`src/rtl/uart_rx_frame.sv`:
```
// uart_rx_frame: oversampled UART receiver, 5-9 data bits, optional parity,
// 1-2 stop bits, 3-sample majority vote, valid/ready output with error flags.
//
// Ports:
//   clk, rst_n       system clock, asynchronous active-low reset
//   rx               asynchronous serial line (idle high)
//   rx_ready         consumer accepts the held word
//   rx_data          received word (LSB first on the line)
//   rx_valid         rx_data and error flags are valid
//   parity_err       parity mismatch on the held word
//   frame_err        a stop bit was voted low on the held word
//   overrun_err      the held word replaced an unconsumed word
//   busy             receiver is inside a frame

module uart_rx_frame #(
    parameter int CLK_FREQ   = 100_000_000,
    parameter int BAUD_RATE  = 9600,
    parameter int OVERSAMPLE = 16,
    parameter int DATA_BITS  = 8,
    parameter int PARITY     = 0,
    parameter int STOP_BITS  = 1
) (
    input  logic                 clk,
    input  logic                 rst_n,
    input  logic                 rx,
    input  logic                 rx_ready,
    output logic [DATA_BITS-1:0] rx_data,
    output logic                 rx_valid,
    output logic                 parity_err,
    output logic                 frame_err,
    output logic                 overrun_err,
    output logic                 busy
);

    localparam int DIV = CLK_FREQ / (BAUD_RATE * OVERSAMPLE);
    localparam int CW  = (DIV > 1) ? $clog2(DIV) : 1;
    localparam int SW  = $clog2(OVERSAMPLE);
    localparam int BW  = $clog2(DATA_BITS + 1);
    localparam int M   = OVERSAMPLE / 2;

    localparam logic [CW-1:0] DIV_LAST = CW'(DIV - 1);
    localparam logic [SW-1:0] S_LO     = SW'(M - 1);
    localparam logic [SW-1:0] S_MID    = SW'(M);
    localparam logic [SW-1:0] S_HI     = SW'(M + 1);
    localparam logic [SW-1:0] S_LAST   = SW'(OVERSAMPLE - 1);
    localparam logic [BW-1:0] B_LAST   = BW'(DATA_BITS - 1);
    localparam logic          ODD      = (PARITY == 1);
    localparam logic          TWO_STOP = (STOP_BITS == 2);

    if (DIV < 1) begin : g_bad_div
        $error("uart_rx_frame: CLK_FREQ too low for BAUD_RATE*OVERSAMPLE");
    end
    if (OVERSAMPLE < 8 || (OVERSAMPLE % 2) != 0) begin : g_bad_os
        $error("uart_rx_frame: OVERSAMPLE must be even and >= 8");
    end
    if (DATA_BITS < 5 || DATA_BITS > 9) begin : g_bad_db
        $error("uart_rx_frame: DATA_BITS must be 5..9");
    end
    if (PARITY < 0 || PARITY > 2) begin : g_bad_par
        $error("uart_rx_frame: PARITY must be 0, 1 or 2");
    end
    if (STOP_BITS < 1 || STOP_BITS > 2) begin : g_bad_sb
        $error("uart_rx_frame: STOP_BITS must be 1 or 2");
    end

    typedef enum logic [2:0] {
        IDLE,
        START,
        DATA,
        PAR,
        STOP
    } state_t;

    state_t               state_q, state_d;
    logic                 rx_m_q, rx_s_q;
    logic [CW-1:0]        cnt_q, cnt_d;
    logic                 prev_q, prev_d;
    logic [SW-1:0]        s_q, s_d;
    logic [BW-1:0]        bit_q, bit_d;
    logic                 stop_q, stop_d;
    logic [1:0]           v_q, v_d;
    logic [DATA_BITS-1:0] shift_q, shift_d;
    logic                 par_pend_q, par_pend_d;
    logic                 frm_pend_q, frm_pend_d;
    logic [DATA_BITS-1:0] data_q, data_d;
    logic                 valid_q, valid_d;
    logic                 pe_q, pe_d;
    logic                 fe_q, fe_d;
    logic                 oe_q, oe_d;

    logic tick;
    logic maj;
    logic at_hi;
    logic s_end;
    logic last_stop;
    logic done;

    assign tick      = (cnt_q == DIV_LAST);
    // third sample is the live synchronised value at s = M+1
    assign maj       = (v_q[0] & v_q[1]) | (v_q[0] & rx_s_q) | (v_q[1] & rx_s_q);
    assign at_hi     = (s_q == S_HI);
    assign s_end     = (s_q == S_LAST);
    assign last_stop = TWO_STOP ? stop_q : 1'b1;
    assign done      = tick && (state_q == STOP) && at_hi && last_stop;

    // state register
    always_ff @(posedge clk or negedge rst_n) begin
        if (!rst_n) begin
            state_q <= IDLE;
        end else begin
            state_q <= state_d;
        end
    end

    // next-state logic
    always_comb begin
        state_d = state_q;
        if (tick) begin
            unique case (state_q)
                IDLE:  if (prev_q && !rx_s_q) state_d = START;
                START: begin
                    if (at_hi && maj) state_d = IDLE;
                    else if (s_end)   state_d = DATA;
                end
                DATA:  if (s_end && bit_q == B_LAST) begin
                    state_d = (PARITY != 0) ? PAR : STOP;
                end
                PAR:   if (s_end) state_d = STOP;
                STOP:  if (at_hi && last_stop) state_d = IDLE;
                default: state_d = IDLE;
            endcase
        end
    end

    // datapath and output next-state logic
    always_comb begin
        cnt_d      = tick ? '0 : cnt_q + 1'b1;
        prev_d     = prev_q;
        s_d        = s_q;
        bit_d      = bit_q;
        stop_d     = stop_q;
        v_d        = v_q;
        shift_d    = shift_q;
        par_pend_d = par_pend_q;
        frm_pend_d = frm_pend_q;
        data_d     = data_q;
        valid_d    = valid_q;
        pe_d       = pe_q;
        fe_d       = fe_q;
        oe_d       = oe_q;

        if (tick) begin
            prev_d = rx_s_q;
            s_d    = s_end ? '0 : s_q + 1'b1;
            if (s_q == S_LO)  v_d[0] = rx_s_q;
            if (s_q == S_MID) v_d[1] = rx_s_q;
            unique case (state_q)
                IDLE: begin
                    s_d        = '0;
                    bit_d      = '0;
                    stop_d     = 1'b0;
                    par_pend_d = 1'b0;
                    frm_pend_d = 1'b0;
                end
                DATA: begin
                    if (at_hi) shift_d = {maj, shift_q[DATA_BITS-1:1]};
                    if (s_end) bit_d = bit_q + 1'b1;
                end
                PAR: begin
                    if (at_hi) par_pend_d = maj ^ (^shift_q) ^ ODD;
                end
                STOP: begin
                    if (at_hi && !maj) frm_pend_d = 1'b1;
                    if (s_end) stop_d = 1'b1;
                end
                default: ;
            endcase
        end

        if (done) begin
            data_d  = shift_q;
            pe_d    = par_pend_q;
            fe_d    = frm_pend_q | ~maj;
            valid_d = 1'b1;
            oe_d    = valid_q & ~rx_ready;
        end else if (valid_q && rx_ready) begin
            valid_d = 1'b0;
            pe_d    = 1'b0;
            fe_d    = 1'b0;
            oe_d    = 1'b0;
        end
    end

    always_ff @(posedge clk or negedge rst_n) begin
        if (!rst_n) begin
            rx_m_q     <= 1'b1;
            rx_s_q     <= 1'b1;
            cnt_q      <= '0;
            prev_q     <= 1'b0;
            s_q        <= '0;
            bit_q      <= '0;
            stop_q     <= 1'b0;
            v_q        <= '0;
            shift_q    <= '0;
            par_pend_q <= 1'b0;
            frm_pend_q <= 1'b0;
            data_q     <= '0;
            valid_q    <= 1'b0;
            pe_q       <= 1'b0;
            fe_q       <= 1'b0;
            oe_q       <= 1'b0;
        end else begin
            rx_m_q     <= rx;
            rx_s_q     <= rx_m_q;
            cnt_q      <= cnt_d;
            prev_q     <= prev_d;
            s_q        <= s_d;
            bit_q      <= bit_d;
            stop_q     <= stop_d;
            v_q        <= v_d;
            shift_q    <= shift_d;
            par_pend_q <= par_pend_d;
            frm_pend_q <= frm_pend_d;
            data_q     <= data_d;
            valid_q    <= valid_d;
            pe_q       <= pe_d;
            fe_q       <= fe_d;
            oe_q       <= oe_d;
        end
    end

    assign rx_data     = data_q;
    assign rx_valid    = valid_q;
    assign parity_err  = pe_q;
    assign frame_err   = fe_q;
    assign overrun_err = oe_q;
    assign busy        = (state_q != IDLE);

endmodule

```
`config.mk`:
```
export PLATFORM = sky130hd
export DESIGN_NAME = uart_rx_frame
export DESIGN_NICKNAME = d
export VERILOG_FILES = /design/src/rtl/uart_rx_frame.sv
export SDC_FILE = /design/constraint.sdc
export NUM_CORES = 1
export LEC_CHECK = 0
export BUFFER_PORTS_ARGS = -buffer_cell sky130_fd_sc_hd__buf_2
export CORE_MARGIN = 4
export CORE_UTILIZATION = 50
export DETAILED_ROUTE_END_ITERATION = 10
export HOLD_SLACK_MARGIN = 0.12
export PLACE_DENSITY_LB_ADDON = 0.15
export REMOVE_ABC_BUFFERS = 1
export SETUP_SLACK_MARGIN = 0.05
export SYNTH_ARGS = -nofsm -noshare
export SYNTH_HDL_FRONTEND = slang
export SYNTH_SLANG_ARGS = --single-unit
```
`constraint.sdc`:
```
create_clock -name clk -period 2.4 [get_ports clk]
set_input_delay 0.48 -clock clk [delete_from_list [all_inputs] [get_ports clk]]
set_output_delay 0.48 -clock clk [all_outputs]
set_load 0.01 [all_outputs]
```
==> results of run 1 <==
-- through the flow --
step,power (W),hold slack [ns],cells,worst slack (ns)
2_1_floorplan,0.0008287,0.1844,190,0.2374
3_5_place_dp,0.0008488,0.3499,262,0.3625
3_3_place_gp,0.0008478,0.3473,262,0.4094
6_report,0.001325,0.2808,270,0.3621
4_1_cts,0.001343,0.2663,270,0.3458
5_1_grt,0.001396,0.2552,270,0.1808
-- cells in the mapped netlist (2+ instances only) --
cell type / instances / share of area (%)
and2b_1: 2 / 0.63
mux2i_1: 4 / 1.7
nor3_2: 2 / 0.84
nand2_1: 13 / 2.0
nor2_1: 13 / 2.0
o21ai_0: 6 / 1.3
ha_1: 6 / 3.1
dfrtp_1: 46 / 48
nand3_1: 7 / 1.5
clkbuf_1: 2 / 0.31
and3b_1: 2 / 0.73
or4_1: 3 / 0.94
dfstp_2: 2 / 2.2
buf_6: 2 / 0.94
buf_4: 2 / 0.63
xor2_1: 4 / 1.5
buf_2: 2 / 0.42
a2111oi_4: 2 / 2.3
and3_1: 5 / 1.3
inv_1: 8 / 1.3
a21oi_1: 2 / 0.42
nand4_1: 3 / 0.79
xnor2_1: 10 / 3.7
nor3_1: 2 / 0.42
mux2_2: 19 / 8.9
o31ai_1: 4 / 1.3
-- power breakdown --
group | leakage [nW] | total, W | switching (W) | internal (W)
logic | 0.583 | 0.0000194 | 0.0000164 | 0.00000295
registers | 0.650 | 0.000812 | 0.00000143 | 0.000811
clock network | 0.0445 | 0.000493 | 0.000259 | 0.000234
total | 1.28 | 0.00132 | 0.000277 | 0.00105
-- final timing paths --
check / from / to / cells past startpoint
max reg2reg: cnt_q[0] / rx_data[7] / 7
min reg2reg: rx_m_q / rx_s_q / 0
min: rst_n / state_q[1] / 2
min in group clk: rx / rx_m_q / 1
max in group asynchronous: rst_n / shift_q[7] / 2
max: cnt_q[0] / rx_data[7] / 7
-- final cells by class --
class,instances,area (um2),area share (%)
clock inverters,1,7.507,0.2882
multi-input cells,134,1102,42.32
flip-flops and latches,48,1204,46.21
inverters,8,30.03,1.153
clock buffers,7,86.33,3.314
repair buffers,20,110.1,4.227
well taps,52,65.06,2.498
-- cells by family after synthesis --
family	share of synthesized area (%)
and+or+nand+nor	16.33
DFF	50.34
AOI/OAI and AO/OA	8.844
muxes	11.25
buffers and inverters	3.558
xor gates and xnor gates	6.070
adders and majority gates	3.611
-- registers in the layout, summed over array words and instances, names as in the netlist --
signal,flops
s_q,4
v_q,2
rx_data,8
rx_s_q,1
rx_m_q,1
bit_q,4
overrun_err,1
rx_valid,1
state_q,3
cnt_q,10
frm_pend_q,1
parity_err,1
frame_err,1
shift_q,8
par_pend_q,1
prev_q,1
-- layer usage --
layer	track usage, %	vias up
met5	0	-
met4	4.982	0
met3	3.981	2
met2	26.08	22
met1	21.75	767
li1	-	741
-- worst reg2reg max path, delay by kind of cell (launching register included) --
kind                     cells  cell delay, ns
AND/OR/NAND/NOR              3            0.68
flip-flops                   1            0.43
multiplexers                 1            0.36
buffers and inverters        2            0.32
adder cells (fa/ha/maj)      1            0.14
==> results.py, run 1 <==
metrics = {
    "status": {
        "status": "finished clean",
    },
    "critical_path": {
        "arrival_ns": 2.22,
        "required_ns": 2.58,
        "regToRegSetupSlack_ns": 0.36,
        "timing.critical_path.buf_inv": 2,
        "path_cells": "inv_1, ha_1, nor3b_4, nand3_4, nor3_2, buf_4, mux2_2",
        "start_kind": "register",
        "cpPeakStageDelay_ns": 0.43,
        "end_kind": "register",
        "crit_family": "simple AND/OR/NAND/NOR gates",
        "crit_type": "register to register",
        "cp_slowest_cell": "dfrtp_1",
        "crit_path_max_fanout": 13,
    },
    "detailed_routing": {
        "route.met3.wl_um": 131,
        "drc": 0,
        "detail-route-antenna-nets": 0,
        "wl_per_cell_um": 16.30,
        "dr_wl_met2_um": 2147,
        "avgViaCountPerCell": 5.674,
        "drtPass1Iterations": 6,
        "drt_wl_total_um": 4400,
        "wl_met1_um": 2101,
        "topRoutingLayerUsed": "met4",
        "routed-via-count": 1532,
        "initialDrtViolationCount": 125,
    },
    "die": {
        "die-height_um": 77.15,
        "die_area_um2": 5952,
        "num_rows": 24,
        "die_w_um": 77.15,
        "core_um2": 4504,
        "initial_core_util_pct": 53.08,
        "io_pins": 17,
    },
    "synth": {
        "yosysUniqueCellTypes": 51,
        "ys_ff_latch": 48,
        "syn_avg_cell_area_um2": 12.08,
        "synth_top_flop_cell": "dfrtp_1",
        "ys_async_sr_fraction_pct": 100.0,
        "synth_edf_count": 0,
        "yosysWarnings": 0,
        "syn_area_um2": 2391,
        "synth_cells": 198,
        "synth-seq-area-share_pct": 50.34,
    },
    "global_routing": {
        "first_global_vias": 1628,
        "track_usage_pct": 16.27,
        "grt_max_degree": 49,
        "grt.overflow.total": 0,
        "grt_pass1_wl_um": 7783,
        "antenna_found_initial": 0,
    },
    "cts": {
        "path_clk_slew_ns": 0.09,
        "cts_made_buffers": 5,
        "cts_buffer_depth": 2,
        "cts_root_buffer": "clkbuf_8",
        "cts_setup_buffers": 0,
        "htreeDepth": 2,
        "clock-sinks": 48,
        "holdBufCountCts": 0,
        "worstSkewPairLatency_ns": 0.30,
        "cts_resized": 0,
        "cts_tree": "built",
    },
    "finish": {
        "final_nets": 227,
        "layout_common_cells": "46 x dfrtp_1, 19 x mux2_2, 16 x buf_2",
        "fillerInstances": 373,
        "design_area_um2": 2605,
        "syn_to_final_growth_pct": 8.948,
        "layout-drive-gt1-share_pct": 27.52,
        "final_util_pct": 57.83,
        "n_antenna_cell": 0,
        "layout_commonest_cell": "dfrtp_1",
    },
    "sta": {
        "finalCritPeriodShare_pct": 84.91,
        "worst_pin_slew_ns": 0.6185,
        "drv_slew": 0,
        "setup-violations-final": 0,
        "min_period_ns": 2.038,
        "slew_headroom_pct": 58.77,
        "fin_skew_ns": 0.008644,
        "rsz0062_at_grt": "false",
        "max_freq_mhz": 490.7,
        "hold_viol": 0,
        "finalSetupTns_ns": 0,
    },
    "power_and_ir_drop": {
        "p_per_area_nw_per_um2": 508.6,
        "p_leak_nw": 1.277,
        "ir_drop_uv": 328.2,
    },
    "placed_design": {
        "hpwl_um": 3152,
        "gp_congestion": 0.8530,
        "post_dp_cell_area_um2": 2511,
        "io_buffers": 16,
    },
    "hold_path": {
        "hp-class": "input port to async pin",
    },
    "flow_run": {
        "cap_violations": 0,
    },
}
(Power assumes the default switching activity.)
==> run 2, diff against run 1 <==
--- a/config.mk
+++ b/config.mk
@@ -5,6 +5,7 @@
 export SDC_FILE = /design/constraint.sdc
 export NUM_CORES = 1
 export LEC_CHECK = 0
+export ABC_AREA = 1
 export BUFFER_PORTS_ARGS = -buffer_cell sky130_fd_sc_hd__buf_2
 export CORE_MARGIN = 4
 export CORE_UTILIZATION = 50
==> constraint.sdc (replaced) <==
create_clock -name clk -period 1.94 [get_ports clk]
set_input_delay 0.388 -clock clk [delete_from_list [all_inputs] [get_ports clk]]
set_output_delay 0.388 -clock clk [all_outputs]
set_load 0.01 [all_outputs]
==> run 2 against run 1 <==
First-iteration DRC count fell by 48%. Clock skew rose by 0.00066 ns. Largest cell class unchanged. Global-route usage fell by 0.18 points. Highest routed layer unchanged. Clock power rose by 24%. Largest power group unchanged. Sequential power rose by 24%. Clock-buffer cell count fell by 1. Sequential share of layout area fell by 2.1 points. Die area rose by 2.8%.
==> results.py, run 2 <==
metrics = {
    "cts": {
        "cts_root_buffer": "clkbuf_8",
        "cts_setup_buffers": 0,
        "clock-sinks": 48,
        "htreeDepth": 2,
        "path_clk_slew_ns": 0.08,
        "cts_buffer_depth": 2,
        "cts_made_buffers": 5,
        "worstSkewPairLatency_ns": 0.30,
        "cts_tree": "built",
    },
    "sta": {
        "min_period_ns": 1.729,
        "setup-violations-final": 0,
        "rsz0062_at_grt": "true",
        "slew_headroom_pct": 67.49,
        "holdWs_ns": 0.1868,
        "max_freq_mhz": 578.5,
        "worst_pin_slew_ns": 0.4876,
        "fin_skew_ns": 0.009304,
        "hold_viol": 0,
        "finalSetupTns_ns": 0,
        "finalCritPeriodShare_pct": 89.11,
        "drv_slew": 0,
    },
    "synth": {
        "yosys-mux-area-fraction_pct": 0,
        "synthTopCellsByArea": "dfrtp_1 47%, nand2_1 16%, inv_1 5.9%",
        "ys_ff_latch": 48,
        "syn_area_um2": 2465,
        "ys_async_sr_fraction_pct": 100.0,
        "synth_top_area_share_pct": 46.70,
        "syn_avg_cell_area_um2": 8.108,
        "synth_edf_count": 0,
        "synthSimpleGateAreaFrac_pct": 27.36,
        "synth_most_common_cell": "nand2_1",
        "synth_top_family_by_area": "simple AND/OR/NAND/NOR gates",
        "synth_top_cell_by_area": "dfrtp_1",
        "yosysUniqueCellTypes": 24,
        "synth_top_flop_cell": "dfrtp_1",
        "synth_common_cells": "105 x nand2_1, 46 x dfrtp_1, 39 x inv_1, 20 x nand3_1, 20 x nor2_1",
        "yosysWarnings": 0,
        "synth_fa_ha_area_share_pct": 3.046,
        "synth-seq-area-share_pct": 48.83,
        "synth-compound-area-share_pct": 11.02,
        "synth_cells": 304,
        "synth-xor-area-share_pct": 1.777,
    },
    "critical_path": {
        "cp_slowest_cell": "dfrtp_1",
        "path_cells": "nor2_1, nand2_2, buf_2",
        "cpPeakStageDelay_ns": 0.44,
        "crit_type": "register to output pin",
        "timing.critical_path.buf_inv": 1,
        "start_kind": "register",
        "crit_family": "flip-flops",
        "end_kind": "output pin",
        "arrival_ns": 1.34,
        "crit_path_max_fanout": 8,
        "required_ns": 1.55,
    },
    "finish": {
        "n_antenna_cell": 0,
        "largest_register_ffs": 10,
        "seq_area_um2": 1204,
        "layout-drive-gt1-share_pct": 15.24,
        "regMostFlops": "cnt_q",
        "syn_to_final_growth_pct": 10.76,
        "final_util_pct": 57.42,
        "layout_commonest_cell": "nand2_1",
        "final_nets": 337,
        "final_cell_count_no_fill": 395,
        "fillerInstances": 480,
        "layout_common_cells": "104 x nand2_1, 46 x dfrtp_1, 39 x inv_1",
        "multi_input_area_um2": 1071,
    },
    "die": {
        "initial_core_util_pct": 51.84,
        "num_rows": 25,
        "die_w_um": 78.21,
        "io_pins": 17,
        "core_um2": 4755,
        "die_area_um2": 6117,
        "die-height_um": 78.21,
    },
    "detailed_routing": {
        "wl_per_cell_um": 10.71,
        "drt_wl_total_um": 4230,
        "initialDrtViolationCount": 65,
        "drc": 0,
        "detail-route-antenna-nets": 0,
        "avgViaCountPerCell": 4.805,
        "drtPass1Iterations": 5,
        "routed-via-count": 1898,
    },
    "status": {
        "status": "finished clean",
    },
    "placed_design": {
        "dp_cells": 386,
        "gp_congestion": 0.8032,
        "hpwl_um": 3119,
        "io_buffers": 16,
    },
    "global_routing": {
        "grt_pass1_wl_um": 7928,
        "antenna_found_initial": 0,
        "grt_max_degree": 29,
        "track_usage_pct": 16.08,
        "grt.overflow.total": 0,
        "first_global_vias": 1822,
    },
    "power_and_ir_drop": {
        "p_total_w": 0.001657,
        "p_per_area_nw_per_um2": 607.0,
        "p_leak_nw": 1.370,
        "ir_drop_uv": 372.2,
    },
    "hold_path": {
        "hp-class": "input port to register",
    },
    "flow_run": {
        "cap_violations": 0,
    },
}
[run 2: changes by cell type in the layout (fill, tap and decap cells not counted), sizes merged, moves of 3 or more]
cell | previous run | this run
a2111oi | 4 | 0
a21oi | 2 | 9
and3 | 5 | 1
inv | 8 | 39
mux2 | 20 | 0
mux2i | 4 | 0
nand2 | 13 | 105
nand3 | 8 | 22
nor2 | 13 | 20
o21ai | 7 | 35
o31ai | 4 | 0
or4 | 3 | 0
xnor2 | 10 | 1
[run 2: cells by family (layout without fill, tap and decap cells)]
logic type / count (synthesis) / count (layout)
AND/OR/NAND/NOR: 156 / 156
flip-flops: 48 / 48
AO/OA/AOI/OAI: 45 / 45
buffers and inverters: 44 / 68
adder cells (fa/ha/maj): 6 / 6
XOR/XNOR: 5 / 5
[run 2: worst paths after layout]
| check | cells after the start | slack, ns | startpoint | to |
|---|---|---|---|---|
| setup / recovery | 3 | 0.21 | state_q[0] | busy |
| hold / removal | 1 | 0.19 | rx | rx_m_q |
| setup reg to reg | 8 | 0.23 | cnt_q[0] | parity_err |
| hold reg to reg | 0 | 0.36 | rx_m_q | rx_s_q |
| max in group asynchronous | 3 | 0.78 | rst_n | rx_s_q |
| min in group asynchronous | 2 | 0.57 | rst_n | rx_data[4] |
[run 2: final cells by class]
class,count,area share [%]
sequential,48,44.09
clock buffer,6,3.025
tap,67,3.071
timing repair buffer,21,4.858
multi-input combinational,212,39.23
clock inverter,2,0.3666
inverter,39,5.362
[run 2: power breakdown]
group / switching [W] / leakage (nW) / internal, W / total [W]
clock network: 0.000325 / 0.0510 / 0.000285 / 0.000610
registers: 0.00000213 / 0.647 / 0.00101 / 0.00101
logic: 0.0000261 / 0.673 / 0.0000121 / 0.0000382
[run 2: repair_timing]
action / in CTS / in global routing
resized for setup: 0 / 3
endpoints found under the hold margin: 19 / 0
endpoints found under the setup margin: 0 / 7
hold buffers: 1 / 0
[run 2: per-layer routing]
metal	up-vias	track usage, %	part of all wire (%)	wire [um]
met3	6	3.670	4.1	175
met1	850	21.52	51	2157
met5	-	0	0	0
met4	0	5.245	1.5	65
li1	1007	-	-	-
met2	35	25.94	43	1832
[run 2: stage by stage]
stage | cell area (um2) | setup slack [ns]
finish | 2730 | 0.2113
global route | 2730 | 0.03645
CTS | 2724 | 0.1485
detailed placement | 2621 | 0.2124
global placement | 2621 | 0.2630
floorplan | 2415 | 0.1539
